**src/rtl/mem_stage.sv**
```systemverilog
// Memory-access pipeline stage: loads/stores over a req/gnt/rvalid port,
// byte-lane steering, load extension and the MEM/WB pipeline register.
module mem_stage #(
  parameter int N  = 32,
  parameter int RW = 5
) (
  input  logic          clk,
  input  logic          rst,
  input  logic          in_valid,
  input  logic          memRead,
  input  logic          memWrite,
  input  logic [2:0]    funct3,
  input  logic [1:0]    mem2regIn,
  input  logic          regWriteIn,
  input  logic [RW-1:0] rdIn,
  input  logic [N-1:0]  ALUresIn,
  input  logic [N-1:0]  storeData,
  input  logic [N-1:0]  NPCin,
  output logic          stall,
  output logic          dmem_req,
  output logic          dmem_we,
  output logic [N-1:0]  dmem_addr,
  output logic [3:0]    dmem_be,
  output logic [N-1:0]  dmem_wdata,
  input  logic          dmem_gnt,
  input  logic          dmem_rvalid,
  input  logic [N-1:0]  dmem_rdata,
  output logic          wb_valid,
  output logic [1:0]    mem2reg,
  output logic          regWrite,
  output logic [RW-1:0] rd,
  output logic [N-1:0]  ALUres,
  output logic [N-1:0]  MEMread,
  output logic [N-1:0]  NPCout,
  output logic          misaligned
);

  typedef enum logic [1:0] {
    IDLE,
    REQ,
    WAIT
  } state_t;

  state_t state;
  state_t state_nx;

  logic       mem_op;
  logic       legal;
  logic       bad;
  logic       sz_b;
  logic       sz_h;
  logic       sz_w;
  logic       load_done;
  logic [1:0] off;
  logic [3:0] be_raw;
  logic [N-1:0] rshift;
  logic [7:0]   lb;
  logic [15:0]  lh;
  logic [N-1:0] ext;

  assign off    = ALUresIn[1:0];
  assign mem_op = in_valid & (memRead | memWrite);
  assign sz_b   = (funct3[1:0] == 2'b00);
  assign sz_h   = (funct3[1:0] == 2'b01);
  assign sz_w   = (funct3[1:0] == 2'b10);

  // Legal size/sign encodings
  always_comb begin
    legal = 1'b0;
    unique case (funct3)
      3'b000, 3'b001, 3'b010,
      3'b100, 3'b101: legal = 1'b1;
      default:        legal = 1'b0;
    endcase
  end

  assign bad = mem_op & (~legal
             | (sz_h & off[0])
             | (sz_w & (off != 2'b00)));

  // FSM state register
  always_ff @(posedge clk or posedge rst) begin
    if (rst) state <= IDLE;
    else     state <= state_nx;
  end

  // Next state, request and stall generation
  always_comb begin
    state_nx  = state;
    dmem_req  = 1'b0;
    stall     = 1'b0;
    load_done = 1'b0;
    unique case (state)
      IDLE: begin
        if (mem_op & ~bad) begin
          dmem_req = 1'b1;
          if (dmem_gnt) begin
            if (memRead) begin
              state_nx = WAIT;
              stall    = 1'b1;
            end
          end else begin
            state_nx = REQ;
            stall    = 1'b1;
          end
        end
      end
      REQ: begin
        dmem_req = 1'b1;
        stall    = 1'b1;
        if (dmem_gnt) begin
          if (memRead) begin
            state_nx = WAIT;
          end else begin
            state_nx = IDLE;
            stall    = 1'b0;
          end
        end
      end
      WAIT: begin
        stall = ~dmem_rvalid;
        if (dmem_rvalid) begin
          state_nx  = IDLE;
          load_done = 1'b1;
        end
      end
      default: state_nx = IDLE;
    endcase
  end

  assign dmem_we   = memWrite & ~memRead;
  assign dmem_addr = {ALUresIn[N-1:2], 2'b00};

  // Byte enables and lane-replicated store data
  always_comb begin
    be_raw     = 4'b1111;
    dmem_wdata = storeData;
    if (sz_b) begin
      be_raw     = 4'b0001 << off;
      dmem_wdata = {4{storeData[7:0]}};
    end else if (sz_h) begin
      be_raw     = off[1] ? 4'b1100 : 4'b0011;
      dmem_wdata = {2{storeData[15:0]}};
    end
  end

  assign dmem_be = dmem_req ? be_raw : 4'b0000;

  assign rshift = dmem_rdata >> {off, 3'b000};
  assign lb     = rshift[7:0];
  assign lh     = off[1] ? dmem_rdata[31:16] : dmem_rdata[15:0];

  // Load lane extraction with sign/zero extension
  always_comb begin
    ext = dmem_rdata;
    unique case (funct3)
      3'b000:  ext = {{(N-8){lb[7]}}, lb};
      3'b001:  ext = {{(N-16){lh[15]}}, lh};
      3'b100:  ext = {{(N-8){1'b0}}, lb};
      3'b101:  ext = {{(N-16){1'b0}}, lh};
      default: ext = dmem_rdata;
    endcase
  end

  // MEM/WB register: load when free, bubble while stalled
  always_ff @(posedge clk or posedge rst) begin
    if (rst) begin
      wb_valid   <= 1'b0;
      mem2reg    <= '0;
      regWrite   <= 1'b0;
      rd         <= '0;
      ALUres     <= '0;
      MEMread    <= '0;
      NPCout     <= '0;
      misaligned <= 1'b0;
    end else if (stall) begin
      wb_valid <= 1'b0;
      regWrite <= 1'b0;
    end else begin
      wb_valid   <= in_valid;
      mem2reg    <= mem2regIn;
      regWrite   <= regWriteIn & in_valid & ~bad;
      rd         <= rdIn;
      ALUres     <= ALUresIn;
      MEMread    <= load_done ? ext : '0;
      NPCout     <= NPCin;
      misaligned <= bad;
    end
  end

endmodule

```
**config.mk**
```make
export PLATFORM = sky130hd
export DESIGN_NAME = mem_stage
export DESIGN_NICKNAME = d
export VERILOG_FILES = /design/src/rtl/mem_stage.sv
export SDC_FILE = /design/constraint.sdc
export NUM_CORES = 1
export LEC_CHECK = 0
export BUFFER_PORTS_ARGS = -buffer_cell sky130_fd_sc_hd__buf_2
export CAP_MARGIN = 20
export CORE_AREA = 2 2 127 129
export DETAILED_ROUTE_END_ITERATION = 7
export DIE_AREA = 0 0 129 131
export PLACE_DENSITY = 0.69
export SETUP_SLACK_MARGIN = 0.1
export SLEW_MARGIN = 15
export SYNTH_ARGS = -nofsm -noshare
export SYNTH_HDL_FRONTEND = slang
export SYNTH_SLANG_ARGS = --single-unit
```
**constraint.sdc**
```tcl
create_clock -name clk -period 2.72 [get_ports clk]
set_input_delay 0 -clock clk [delete_from_list [all_inputs] [get_ports clk]]
set_output_delay 0 -clock clk [all_outputs]
set_load 0.01 [all_outputs]
```
After elaboration in Yosys (flattened, before gate mapping)
Cells that the tools add are included.
- $add $sub $neg: 0
- $mul: 0
- div/mod/pow operators: 0
- magnitude comparators: 0
- equality and inequality tests: 12
- shifts and indexed selects: 2
- mux-type cells: 27
- bitwise gates (word level): 15
- reduce and logical (&&, ||, !) cells: 6
- operators by type and width (kind ; number):
    $pmux 32 s4 ; 1
    $mux 32 ; 3
    $shr 32x5->8 ; 1
    $mux 16 ; 1
    $mux 4 ; 4
    $mux 2 ; 6
    $mux 1 ; 9
    $and 1x1->1 ; 8
    $eq 3x3->1 const B ; 2
    $ne 2x2->1 const B ; 3
    $pmux 2 s3 ; 1
    $reduce_or 5->1 ; 1
    $eq 2x1->1 const B ; 2
    $eq 2x2->1 const B ; 2
    $logic_not 2->1 ; 2
    $not 1->1 ; 4
    $reduce_and 4->1 ; 1
    $shl 1x2->4 const A ; 1
    $eq 3x1->1 const B ; 1
    $eq 3x2->1 const B ; 1
    $logic_not 3->1 ; 1
    $ne 3x3->1 const B ; 1
    $or 1x1->1 ; 3
    $pmux 1 s3 ; 1
    2 further kinds ; 2
- register bits: 108
- bits in latches: 0
- RAM bits: 0
- ROM bits: 0
- bits of input ports: 146
- output and inout bits: 177
- word-level logic and storage cells: 71
- memories: 0

Depth between registers and ports, before layout
Gate-level depths: netlist of run 1.
- depth in word-level cells: 12
- mapped depth: 9
- depth with buffers taken out: 5

Least setup slack after synthesis of run 1
No wires, ideal clock.
- kind: in2reg
- start: input funct3[2]
- end: register NPCout[0]
- library setup time: 0.127 ns
- arrival: 1.795 ns
- required time: 2.593 ns
- setup slack: 0.798 ns
- cell stages on the path: 8
- path buffers: 3
- path through: buf_6 > or4_4 > a2111o_1 > and2_4 > clkinv_2 > buf_12 > buf_6 > mux2_1
- longest elaborated chain between the ends: 11
- elaborated cells between the ends (all ways): 15
- RTL lines (item ; RTL line ; source):
    start, declared ; 12 ; input logic [2:0] funct3,
    $eq 3x3->1, or another cell as far along ; 70 ; unique case (funct3)
    $reduce_or 5->1 * ; 70 ;
    $mux 1 * ; 70 ;
    $not 1->1 * ; 77 ; assign bad = mem_op & (~legal
    $or 1x1->1 * ; 78 ; | (sz_h & off[0])
    $or 1x1->1 * ; 79 ; | (sz_w & (off != 2'b00)));
    $and 1x1->1 * ; 77 ;
    $not 1->1 * ; 95 ; if (mem_op & ~bad) begin
    $and 1x1->1 * ; 95 ;
    $mux 1 * ; 95 ;
    $pmux 1 s3 * ; 93 ; unique case (state)
    end signal, assigned ; 186 ; NPCout <= NPCin;
    end, declared ; 34 ; output logic [N-1:0] NPCout,
Every way passes the cells marked *; elsewhere a longest branch is shown, timed or not.
A chain may end at the register's enable or synchronous reset.

Worst setup path in the final report of run 1
- start: input ALUresIn[0]
- end: output stall
- longest elaborated chain between the ends: 8
- elaborated cells between the ends (all ways): 10
- RTL lines (item ; RTL line ; source):
    start, declared ; 16 ; input logic [N-1:0] ALUresIn,
    $and 1x1->1 or $reduce_bool 2->1 (tied branches) ; 78, 79 ;
    $or 1x1->1 or $and 1x1->1 (tied branches) ; 78, 79 ;
    $or 1x1->1 * ; 79 ;
    $and 1x1->1 * ; 77 ;
    $not 1->1 * ; 95 ;
    $and 1x1->1 * ; 95 ;
    $mux 1 * ; 95 ;
    $pmux 1 s3 * ; 93 ;
    end, declared ; 19 ; output logic stall,
Marks and branches as above.

==> results of run 1 <==
==> stage by stage <==
stage | instances | hold WS [ps] | area, um2
6_report | 1050 | 15.5 | 8260
5_1_grt | 1050 | 40.1 | 8260
4_1_cts | 1049 | 5.65 | 8230
3_5_place_dp | 928 | 8.39 | 6890
3_3_place_gp | 928 | 6.32 | 6890
2_1_floorplan | 451 | 46.4 | 5390
==> cell usage in the layout, fill, tap and decap left out, types with 2 or more instances in the layout <==
master	synthesis	routed
buf_4	45	7
mux2_2	79	79
o21ai_0	20	20
nor2_1	9	9
mux2i_1	9	9
inv_1	7	6
dlygate4sd3_1	0	106
dfrtp_1	108	108
nor2b_1	3	3
o21a_1	6	6
a22oi_1	2	2
a21oi_1	30	30
nand2b_1	3	3
nand2_1	29	29
a32o_1	2	2
a221o_1	6	6
and3_1	8	8
or3_1	2	2
o2bb2ai_1	24	24
buf_2	0	320
o21bai_1	2	2
mux2_1	17	17
buf_12	2	4
conb_1	1	2
clkbuf_16	0	10
clkinvlp_4	0	3
==> timing repair <==
| item | in CTS | in global routing |
|---|---|---|
| resized for setup | 0 | 1 |
| hold buffers | 106 | 0 |
| endpoints found under the hold margin | 117 | 0 |
| endpoints found under the setup margin | 0 | 1 |
==> sequential cells by signal, indices dropped and copies added (netlist names) <==
| register | flops |
|---|---|
| mem2reg | 2 |
| MEMread | 32 |
| wb_valid | 1 |
| rd | 5 |
| state | 2 |
| NPCout | 32 |
| regWrite | 1 |
| misaligned | 1 |
| ALUres | 32 |
==> power by group <==
| group | switching, W | internal [W] | leakage (nW) |
|---|---|---|---|
| Clock | 0.000592 | 0.000645 | 0.131 |
| Sequential | 0.0000750 | 0.00177 | 1.34 |
| Combinational | 0.000556 | 0.000582 | 2.64 |
| Total | 0.00122 | 0.00299 | 4.11 |
==> worst paths after layout <==
kind	from	endpoint	slack (ps)	cells after the start
max	ALUresIn[0]	stall	220	9
min	dmem_rdata[13]	MEMread[13]$_DFFE_PP0N_	20	3
max in group asynchronous	rst	ALUres[5]$_DFFE_PP0N_	1780	4
min in group asynchronous	rst	ALUres[16]$_DFFE_PP0N_	200	3
max reg2reg	state[0]$_DFFE_PP0P_	ALUres[23]$_DFFE_PP0N_	610	6
min reg2reg	MEMread[23]$_DFFE_PP0N_	MEMread[23]$_DFFE_PP0N_	490	1
==> metal layers <==
metal  vias to the layer above  track usage  routed length [um]
met5                         -            0                   0
met4                         0       0.0748                 354
met3                        28       0.0362                1040
met2                       245        0.372                9540
met1                      2371        0.216                6560
li1                       2325            -                   -
==> cell families (layout without fill, tap and decap cells) <==
family,count (synthesis),count (layout)
buffers and inverters,78,461
and+or+nand+nor,59,59
muxes,105,105
DFF,108,108
AOI/OAI and AO/OA,99,99
other,1,2
==> Yosys cell counts, drive strengths merged <==
| cell | count |
|---|---|
| and2 | 2 |
| o21bai | 2 |
| nor2b | 3 |
| a21o | 1 |
| o21a | 6 |
| o311ai | 1 |
| clkinv | 1 |
| a2bb2oi | 1 |
| or3 | 2 |
| o21ai | 20 |
| o31a | 1 |
| conb | 1 |
| or3b | 1 |
| mux2i | 9 |
| a221o | 6 |
| clkbuf | 13 |
| a2111o | 1 |
| nand2b | 3 |
| a21oi | 30 |
| or4 | 1 |
| nand2 | 29 |
| buf | 57 |
| and3b | 1 |
| a211oi | 1 |
| mux2 | 96 |
| o2bb2ai | 24 |
| nor2 | 9 |
| o221ai | 1 |
| inv | 7 |
| a22oi | 2 |
| dfrtp | 108 |
| a32o | 2 |
| and3 | 8 |
==> layout make-up <==
type,instances,share of cell area
repair buffers,438,0.342
multi-input cells,265,0.260
flip-flops and latches,108,0.327
inverters,8,0.00440
well taps,216,0.0327
clock buffers,10,0.0289
clock inverters,5,0.00455
==> critical path, delay by kind of cell <==
family	cells	cell delay [ps]
AND/OR/NAND/NOR	2	670
AO/OA/AOI/OAI	1	400
buffers and inverters	6	1410
==> flow_summary.yaml, run 1 <==
floorplan:
  ios: 323
  die_area_mm2: 0.0169
  num_rows: 46
  core_mm2: 0.0156
  die-height_um: 131
  initial_utilization: 0.345
  die_w_um: 129
synth:
  synthSimpleGateAreaFrac: 0.0532
  yosysWarnings: 0
  synthTopCellsByArea: "dfrtp_1 50%, mux2_2 17%, buf_4 6.3%, o2bb2ai_1 3.9%, mux2_1 3.6%"
  synth_compound_area_frac: 0.126
  syn_area_per_cell_um2: 12.0
  synth_top_area_frac: 0.502
  synth_top_family_by_area: "multiplexers"
  syn_inst: 450
  yosysTopAreaCell: "dfrtp_1"
  synth-xor-area-share: 0
  ys_ff_latch: 108
  ys_seq_area_frac: 0.502
  synth.distinct_cells: 39
  synth_fa_ha_area_frac: 0
  synthMuxAreaShare: 0.218
  syn_area_mm2: 0.00538
sta:
  grt_setup_unrepaired: "no"
  tightest_slew_ps: 756
  fin_crit_ps: 2500
  slew_violations: 0
  period_share: 0.918
  worst_slack_ps: 223
  maxSlewHeadroom: 0.494
  fin_setup_tns_ps: 0
  hold_violations: 0
  finalClockSkew_ps: 8.14
  fmax_ghz: 0.400
  setup_viol: 0
power_and_ir_drop:
  p_leak_nw: 4.11
  finalPower_w: 0.00422
  vdd_drop_max_v: 0.000288
  cellPowerDensity_mw_per_mm2: 511
global_route:
  antenna_found_initial: 0
  track_usage: 0.196
  grt_pass1_vias: 4936
  grt_max_degree: 63
  grt-ovfl-total: 0
  grt_first_pass_wirelength_um: 25400
drt:
  wl_per_cell_um: 16.7
  drc_errors: 0
  final_antenna_net_count: 0
  first_pass_iters: 4
  wl_um: 17500
  vias: 4969
  viasPerCell: 4.73
  first_iter_violations: 206
layout:
  multi_input_area_mm2: 0.00215
  fill_cells: 1384
  fin_util: 0.529
  syn_to_final_growth_pct: 53.4
  nets: 976
  antenna_cells: 0
  register_area_mm2: 0.00270
  drive_above_1_share: 0.518
setup_path:
  cp.required_ps: 2720
  crit_chain: "dlygate4sd3_1 > buf_2 > or4_4 > a2111o_1 > and2_4 > inv_4 > buf_12 > buf_12 > buf_2"
  crit_path_top_delay_cell: "dlygate4sd3_1"
  arrival_ps: 2500
  crit_type: "in2out"
  start_kind: "input port"
  path_max_fanout: 24
  critPathMaxStageDelay_ps: 530
  cp-end-kind: "output port"
clocking:
  postCtsSetupBuffers: 0
  cts.path.max_buffers: 2
  clock_sinks: 108
  clockRootBuffer: "clkbuf_16"
  htreeDepth: 3
  cts_tree: "done"
  cts_buffers: 9
  clk_pin_slew_ps: 70
  insertion_delay_ps: 340
placed_design:
  routabilityCongestion: 0.844
  place_ws_ps: 505
  dp_hpwl_um: 12000
  port_buffers: 320
run_status:
  status: "finished, final reports clean"
hold_path:
  min_path_type: "in2reg"
job:
  cap_violations: 0
Note: power is estimated with default switching activity, not from simulation.
==> inputs of run 2 (changes only) <==
- CELL_PAD_IN_SITES_DETAIL_PLACEMENT: default -> 1
- CELL_PAD_IN_SITES_GLOBAL_PLACEMENT: default -> 1
- CORE_AREA: 2 2 127 129 -> default
- CORE_MARGIN: default -> 2
- CORE_UTILIZATION: default -> 29
- DIE_AREA: 0 0 129 131 -> default
- PLACE_DENSITY: 0.69 -> default
- PLACE_DENSITY_LB_ADDON: default -> 0.1
==> run 2 against run 1 <==
- cell count rose by 0.86%
- worst hold slack improved by 5.6 ps
- flip-flop and latch count is the same
- die area increased by 16%
- via count hardly changed
- non-clock buffer count is 4 lower
- fmax up 4.4%
- critical path depth is 2 lower
- register-to-register slack is essentially flat
- setup slack improved by 110 ps
- clock skew down 2.1 ps
- largest cell class unchanged
- highest routed layer unchanged
==> flow_summary.yaml, run 2 (same netlist as run 1, synthesis figures left out) <==
drt:
  viasPerCell: 4.70
  final_antenna_net_count: 0
  wl_met2_um: 10100
  drc_errors: 0
  wl_um: 19400
  met1_length_um: 7390
  first_iter_violations: 202
  first_pass_iters: 4
  dr_wl_met3_um: 1340
  wl_per_cell_um: 18.3
  routed.top_layer: "met4"
  vias: 4973
clocking:
  clk_pin_slew_ps: 70
  cts.path.max_buffers: 2
  clockRootBuffer: "clkbuf_16"
  clock_sinks: 108
  htreeDepth: 3
  cts_buffers: 9
  insertion_delay_ps: 350
  cts-resized-gates: 0
  cts_tree: "done"
sta:
  setup_viol: 0
  fin_crit_ps: 2390
  tightest_slew_ps: 729
  slew_violations: 0
  worst_slack_ps: 329
  period_share: 0.879
  fmax_ghz: 0.418
  hold_violations: 0
  grt_setup_unrepaired: "no"
  fin_setup_tns_ps: 0
  finalClockSkew_ps: 6.00
  maxSlewHeadroom: 0.512
setup_path:
  cp_top_family: "buffers and inverters"
  cp.required_ps: 2720
  start_kind: "register"
  crit_chain: "or3b_2 > o31a_1 > and2_4 > clkinv_2 > buf_4 > buf_4 > buf_2"
  crit_top_cell: "buf_4"
  path_buf_inv: 4
  crit_path_top_delay_cell: "or3b_2"
  cp-end-kind: "output port"
  critPathMaxStageDelay_ps: 490
  arrival_ps: 2390
  path_max_fanout: 27
  crit_type: "reg2out"
global_route:
  grt_max_degree: 109
  grt-ovfl-total: 0
  track_usage: 0.196
  antenna_found_initial: 1
  grt_pass1_vias: 5538
  grt_first_pass_wirelength_um: 30000
floorplan:
  ios: 323
  die_w_um: 140
  initial_utilization: 0.298
  die-height_um: 140
  core_mm2: 0.0181
  die_area_mm2: 0.0197
  num_rows: 49
power_and_ir_drop:
  vdd_drop_max_v: 0.000272
  cellPowerDensity_mw_per_mm2: 524
  p_leak_nw: 4.09
  finalPower_w: 0.00430
layout:
  antenna_cells: 0
  final_common_cell: "buf_2"
  syn_to_final_growth_pct: 52.5
  nets: 972
  largestRegisters: "ALUres x32, MEMread x32, NPCout x32"
  fin_util: 0.454
  drive_above_1_share: 0.518
  layout_common_cells: "320 x buf_2, 108 x dfrtp_1, 102 x dlygate4sd3_1, 79 x mux2_2, 30 x a21oi_1"
  design_area_mm2: 0.00820
hold_path:
  min_path_type: "in2reg"
placed_design:
  place_ws_ps: 515
  port_buffers: 320
  placedInstanceArea_mm2: 0.00689
  routabilityCongestion: 0.807
  dp_hpwl_um: 14000
run_status:
  status: "finished, final reports clean"
job:
  cap_violations: 0
-- run 2: cell types whose count changed in the layout (fill, tap and decap cells not counted) --
| cell | delta |
|---|---|
| clkbuf_1 | +2 |
| buf_12 | -2 |
| clkinv_4 | -1 |
| dlygate4sd3_1 | -4 |
| bufinv_16 | +1 |
| inv_4 | -1 |
| clkbuf_16 | -1 |
| buf_4 | +3 |
| clkinvlp_4 | -1 |
-- run 2: final timing paths --
| check | start | to | slack, ps | cells after the start |
|---|---|---|---|---|
| setup / recovery | state[0]$_DFFE_PP0P_ | stall | 330 | 7 |
| hold / removal | dmem_rdata[8] | MEMread[8]$_DFFE_PP0N_ | 20 | 3 |
| setup reg to reg | state[0]$_DFFE_PP0P_ | MEMread[3]$_DFFE_PP0N_ | 610 | 7 |
| hold reg to reg | MEMread[23]$_DFFE_PP0N_ | MEMread[23]$_DFFE_PP0N_ | 480 | 1 |
| max in group asynchronous | rst | MEMread[10]$_DFFE_PP0N_ | 1880 | 4 |
| min in group asynchronous | rst | ALUres[2]$_DFFE_PP0N_ | 360 | 4 |
-- run 2: area by class of cell --
type / count / area [um2]
Clock inverter: 3 / 46.3
Clock buffer: 12 / 246
Timing Repair Buffer: 434 / 2740
Inverter: 8 / 35.0
Tap cell: 229 / 287
Multi-Input combinational cell: 265 / 2150
Sequential cell: 108 / 2700
Fill cell: 2040 / 9880
-- run 2: worst reg2reg max path, delay by kind of cell, from the launching register on --
family | cells | cell delay (ps)
and+or+nand+nor | 2 | 670
buffers and inverters | 3 | 630
DFF | 1 | 400
AOI/OAI and AO/OA | 2 | 360
-- run 2: repair_timing --
| item | 4_1_cts | 5_1_grt |
|---|---|---|
| buffers inserted | 0 | 0 |
| hold buffers | 102 | 0 |
| hold endpoints to repair | 208 | 0 |
-- run 2: per-layer routing --
metal  up-vias  track usage
met3        30       0.0458
li1       2318            -
met1      2398        0.215
met5         -            0
met2       227        0.367
met4         0       0.0718
-- run 2: metrics by stage --
stage,hold WS (ps),instances
after floorplan,46.4,451
after global placement,187,942
after detailed placement,192,942
after CTS,6.48,1059
after global routing,19.1,1059
final,21.1,1059
-- run 2: power breakdown --
group	leakage [nW]	switching (W)	internal, W
sequential	1.34	0.0000787	0.00177
combinational	2.61	0.000567	0.000563
clock	0.139	0.000582	0.000739
